--- config.mk ---
export PLATFORM = sky130hd
export DESIGN_NAME = uart_mem_arbiter
export DESIGN_NICKNAME = d
export VERILOG_FILES = /design/src/rtl/uart_mem_arbiter.sv
export SDC_FILE = /design/constraint.sdc
export NUM_CORES = 2
export LEC_CHECK = 0
export CAP_MARGIN = 10
export CORE_AREA = 5 5 542 544
export CTS_BUF_LIST = sky130_fd_sc_hd__clkbuf_4 sky130_fd_sc_hd__clkbuf_8 sky130_fd_sc_hd__clkbuf_16
export DETAILED_ROUTE_END_ITERATION = 7
export DIE_AREA = 0 0 547 549
export PLACE_DENSITY_LB_ADDON = 0.3
export SLEW_MARGIN = 30
export SYNTH_ARGS = -nofsm -noshare
export SYNTH_HDL_FRONTEND = slang
export SYNTH_SLANG_ARGS = --single-unit
--- constraint.sdc ---
create_clock -name CLK -period 2.3 [get_ports CLK]
set_input_delay 0.23 -clock CLK [delete_from_list [all_inputs] [get_ports CLK]]
set_output_delay 0.23 -clock CLK [all_outputs]
set_load 0.01 [all_outputs]
--- src/rtl/uart_mem_arbiter.sv ---
// Two-port (fetch / data) arbiter in front of a single UART memory controller.
// Optional macro ARB_ROUND_ROBIN_EN swaps fixed dm-over-if priority for round robin on ties.
module uart_mem_arbiter (
  input  logic         CLK,
  input  logic         RST,
  input  logic         if_req,
  input  logic [31:0]  if_addr,
  output logic [255:0] if_rdata,
  output logic         if_ack,
  input  logic         dm_req,
  input  logic         dm_we,
  input  logic [31:0]  dm_addr,
  input  logic [255:0] dm_wdata,
  output logic [255:0] dm_rdata,
  output logic         dm_ack,
  output logic         mem_read_op,
  output logic         mem_write_op,
  output logic [31:0]  mem_addr,
  output logic [255:0] mem_wdata,
  input  logic [255:0] mem_rdata,
  input  logic         mem_busy,
  input  logic         mem_done,
  output logic [1:0]   grant
);

  typedef enum logic [1:0] {
    IDLE    = 2'd0,
    SERVE   = 2'd1,
    RELEASE = 2'd2
  } state_t;

  localparam logic [1:0] GNT_NONE = 2'b00;
  localparam logic [1:0] GNT_IF   = 2'b01;
  localparam logic [1:0] GNT_DM   = 2'b10;

  state_t         state, state_n;
  logic [1:0]     grant_q, grant_n;
  logic [31:0]    addr_l;
  logic           we_l;
  logic [255:0]   wdata_l;
  logic           latch_en;
  logic           sel_dm;
  logic           capture;

  // mem_busy is status only; the FSM is paced purely by mem_done.
  logic unused_busy;
  assign unused_busy = mem_busy;

`ifdef ARB_ROUND_ROBIN_EN
  // 1 = data port was granted last; reset to fetch so dm wins the first tie.
  logic last_dm;
  assign sel_dm = dm_req & (~if_req | ~last_dm);

  always_ff @(posedge CLK) begin
    if (RST)           last_dm <= 1'b0;
    else if (latch_en) last_dm <= sel_dm;
  end
`else
  assign sel_dm = dm_req;
`endif

  always_comb begin
    state_n  = state;
    grant_n  = grant_q;
    latch_en = 1'b0;
    capture  = 1'b0;
    case (state)
      IDLE: begin
        if (if_req | dm_req) begin
          latch_en = 1'b1;
          grant_n  = sel_dm ? GNT_DM : GNT_IF;
          state_n  = SERVE;
        end
      end
      SERVE: begin
        if (mem_done) begin
          capture = ~we_l;
          state_n = RELEASE;
        end
      end
      RELEASE: begin
        grant_n = GNT_NONE;
        state_n = IDLE;
      end
      default: begin
        grant_n = GNT_NONE;
        state_n = IDLE;
      end
    endcase
  end

  always_ff @(posedge CLK) begin
    if (RST) begin
      state    <= IDLE;
      grant_q  <= GNT_NONE;
      addr_l   <= '0;
      we_l     <= 1'b0;
      wdata_l  <= '0;
      if_rdata <= '0;
      dm_rdata <= '0;
    end else begin
      state   <= state_n;
      grant_q <= grant_n;
      if (latch_en) begin
        addr_l  <= sel_dm ? dm_addr : if_addr;
        we_l    <= sel_dm & dm_we;
        wdata_l <= sel_dm ? dm_wdata : '0;
      end
      // grant_q still names the winner on the mem_done edge.
      if (capture) begin
        if (grant_q == GNT_DM) dm_rdata <= mem_rdata;
        else                   if_rdata <= mem_rdata;
      end
    end
  end

  assign mem_read_op  = (state == SERVE) & ~we_l;
  assign mem_write_op = (state == SERVE) &  we_l;
  assign mem_addr     = addr_l;
  assign mem_wdata    = wdata_l;
  assign if_ack       = (state == RELEASE) & (grant_q == GNT_IF);
  assign dm_ack       = (state == RELEASE) & (grant_q == GNT_DM);
  assign grant        = grant_q;

endmodule

==> flow_summary.json <==
{
  "status": "finished clean",
  "worstPathMaxFanout": 2,
  "synth_xor_area_share_pct": 0,
  "port_buffers": 1387,
  "p_sw_w": 0.0101,
  "hold_violations": 0,
  "critPathSlowestCell": "clkdlybuf4s50_1",
  "cts_tree": "built",
  "vias": 30300,
  "hpwlAfterDp_um": 158000,
  "multi_input_area_sq_um": 14400,
  "hold-worst-slack_ns": 0.0918,
  "ant_nets": 0,
  "finalCritPeriodShare_pct": 94.5,
  "ys_async_sr_fraction_pct": 0,
  "path_cells": "clkdlybuf4s50_1",
  "synth_top_family_by_area": "simple AND/OR/NAND/NOR gates",
  "synth_cell_types": 30,
  "yosys.area_share.simple_pct": 18.6,
  "synth_ff_type": "dfxtp_1",
  "p_sw_share_pct": 26.4,
  "internal_power_w": 0.0281,
  "wirelength_um": 193000,
  "power_density_nw_per_um2": 660,
  "layout.nets": 5537,
  "grt_overflow": 0,
  "num_rows": 198,
  "grt_usage_pct": 12.2,
  "fin_setup_tns_ns": 0,
  "grt_max_degree": 113,
  "synth_largest_area_cell": "dfxtp_1",
  "clockRootBuffer": "clkbuf_16",
  "setup_viol": 0,
  "pwr-share-seq_pct": 39.2,
  "irDropWorstVdd_uv": 448,
  "drive_above_1_share_pct": 6.43,
  "clock_power_share_pct": 44.5,
  "cts.sinks": 805,
  "synth-seq-cells": 805,
  "fin_util_pct": 20.0,
  "critPathArrivalTime_ns": 1.94,
  "synth-compound-area-share_pct": 9.35,
  "crit_path_end_kind": "output pin",
  "die_h_um": 549,
  "yosysWarnings": 0,
  "critical_path_class": "flop to output pin",
  "gp_congestion": 0.883,
  "synthTopCellsByCount": "805 x dfxtp_1, 770 x nand2b_1, 544 x mux2i_1",
  "wl_per_cell_um": 21.8,
  "drt_iter0_drc": 1526,
  "seq_area_frac_synth_pct": 50.5,
  "post_cts_buffers": 0,
  "cp-start-kind": "flop",
  "grt_setup_unrepaired": "false",
  "fillers": 31600,
  "p_comb_share_pct": 16.4,
  "required_ns": 2.07,
  "cts_inserted_buffers": 107,
  "grt_pass1_wl_um": 260000,
  "fin_crit_ns": 2.17,
  "fmax_mhz": 460,
  "ios": 1389,
  "synth_edf_count": 0,
  "worst_path_largest_cell_delay_ns": 0.79,
  "synth_top_area_share_pct": 50.5,
  "cap_viol_max_count": 0,
  "cp_top_family": "buffers and inverters",
  "avgSynthCellArea_sq_um": 9.82,
  "cts_buffer_depth": 4,
  "clk_latency_ns": 0.81,
  "drt_drc_violations_left": 0,
  "worstHoldPathType": "input pin to flop",
  "die_w_um": 547,
  "die-area_sq_um": 300000,
  "dr.pass1.iters": 5,
  "synthMuxAreaShare_pct": 17.0,
  "slew_viol_final": 0,
  "syn_nets": 3837,
  "cts.htree.levels": 3,
  "syn_inst": 3254,
  "skew_ns": 0.0495,
  "tightest_slew_ns": 0.931,
  "synthTopCellsByArea": "dfxtp_1 50%, mux2i_1 17%, nand2b_1 15%, a21oi_1 4.6%, o21ai_0 4.0%",
  "syn_area_sq_um": 31900,
  "core_area_sq_um": 289000,
  "via_per_inst": 3.42,
  "cp.buffers_inverters": 1,
  "synth_most_common_cell": "dfxtp_1",
  "clk_pin_slew_worst_paths_ns": 0.06,
  "register_area_sq_um": 16100,
  "initial_utilization_pct": 11.0,
  "synthAdderAreaFrac_pct": 0,
  "relSlewSlack_pct": 37.8,
  "antenna_found_initial": 94,
  "power_leakage_nw": 21.4,
  "grt_pass1_vias": 31200,
  "area_growth_syn_to_layout_pct": 81.0
}
## sequential cells by signal (all words and copies together), names as in the netlist
register and count:
we_l 1, mem_wdata 256, grant 2, if_rdata 256, dm_rdata 256, mem_addr 32, state 2
## cell type report
cell class	count	area share, %
Timing Repair Buffer	1867	32.7
Sequential cell	805	27.9
Multi-Input combinational cell	2172	24.9
Tap cell	3800	8.22
Clock buffer	161	5.59
Clock inverter	19	0.528
Antenna cell	34	0.147
Inverter	1	0.00649
## timing repair
item / in CTS / in global routing
gates resized for setup: 18 / 0
endpoints found under the setup margin: 18 / 0
hold buffers: 355 / 0
endpoints found under the hold margin: 501 / 0
## routing by layer
layer / wire (um) / vias up / global-route usage (%)
met5: 421 / - / 0
met4: 6020 / 68 / 3.57
met3: 15600 / 272 / 4.13
met2: 95600 / 1173 / 21.7
met1: 75800 / 14500 / 13.7
li1: - / 14300 / -
## power groups by stage
stage / registers, W / logic, W / clock network [W]
after floorplan: 0.0154 / 0.00187 / 0
after global placement: 0.0152 / 0.00579 / 0
after detailed placement: 0.0152 / 0.00580 / 0
after CTS: 0.0149 / 0.00639 / 0.0177
after global routing: 0.0150 / 0.00664 / 0.0182
final: 0.0149 / 0.00624 / 0.0170
## worst paths after layout
path                                     from              to  slack (ns)  depth (start not counted)
worst min register to register   if_rdata[45]    if_rdata[45]        0.47                          2
worst max-delay path             mem_addr[12]    mem_addr[12]        0.13                          1
worst max register to register           we_l    if_rdata[11]        0.15                          5
worst min-delay path            dm_wdata[197]  mem_wdata[197]        0.09                          3
## through the flow
stage | setup slack [ns] | power (W) | area, sq um | cells
after floorplan | 0.678 | 0.0173 | 31900 | 3254
after global placement | 0.135 | 0.0210 | 50700 | 8290
after detailed placement | 0.0909 | 0.0210 | 50700 | 8290
after CTS | 0.00151 | 0.0391 | 57700 | 8825
after global routing | 0.0242 | 0.0398 | 57800 | 8847
final | 0.127 | 0.0381 | 57800 | 8859
## kinds of logic after synthesis
family                 after synthesis
AO/OA/AOI/OAI                      581
buffers and inverters              277
flip-flops                         805
multiplexers                       544
AND/OR/NAND/NOR                   1047
## cell usage in the layout, fill, tap and decap left out, types with 3 or more instances in the layout
cell             count
dfxtp_1            802
clkbuf_16          107
mux2i_1            544
buf_12              44
dlygate4sd2_1       15
dlygate4sd3_1      355
nor2_4               3
a211oi_1            32
diode_2             34
clkbuf_4            30
dfxtp_2              3
clkbuf_8            24
o21ai_0            257
a21oi_1            292
clkdlybuf4s50_1   1367
inv_6                3
nand2_1            257
buf_4               84
nand2b_1           770
bufinv_16            5
clkinv_2             5
nor3b_1              3
Note: power is estimated with default switching activity, not from simulation.
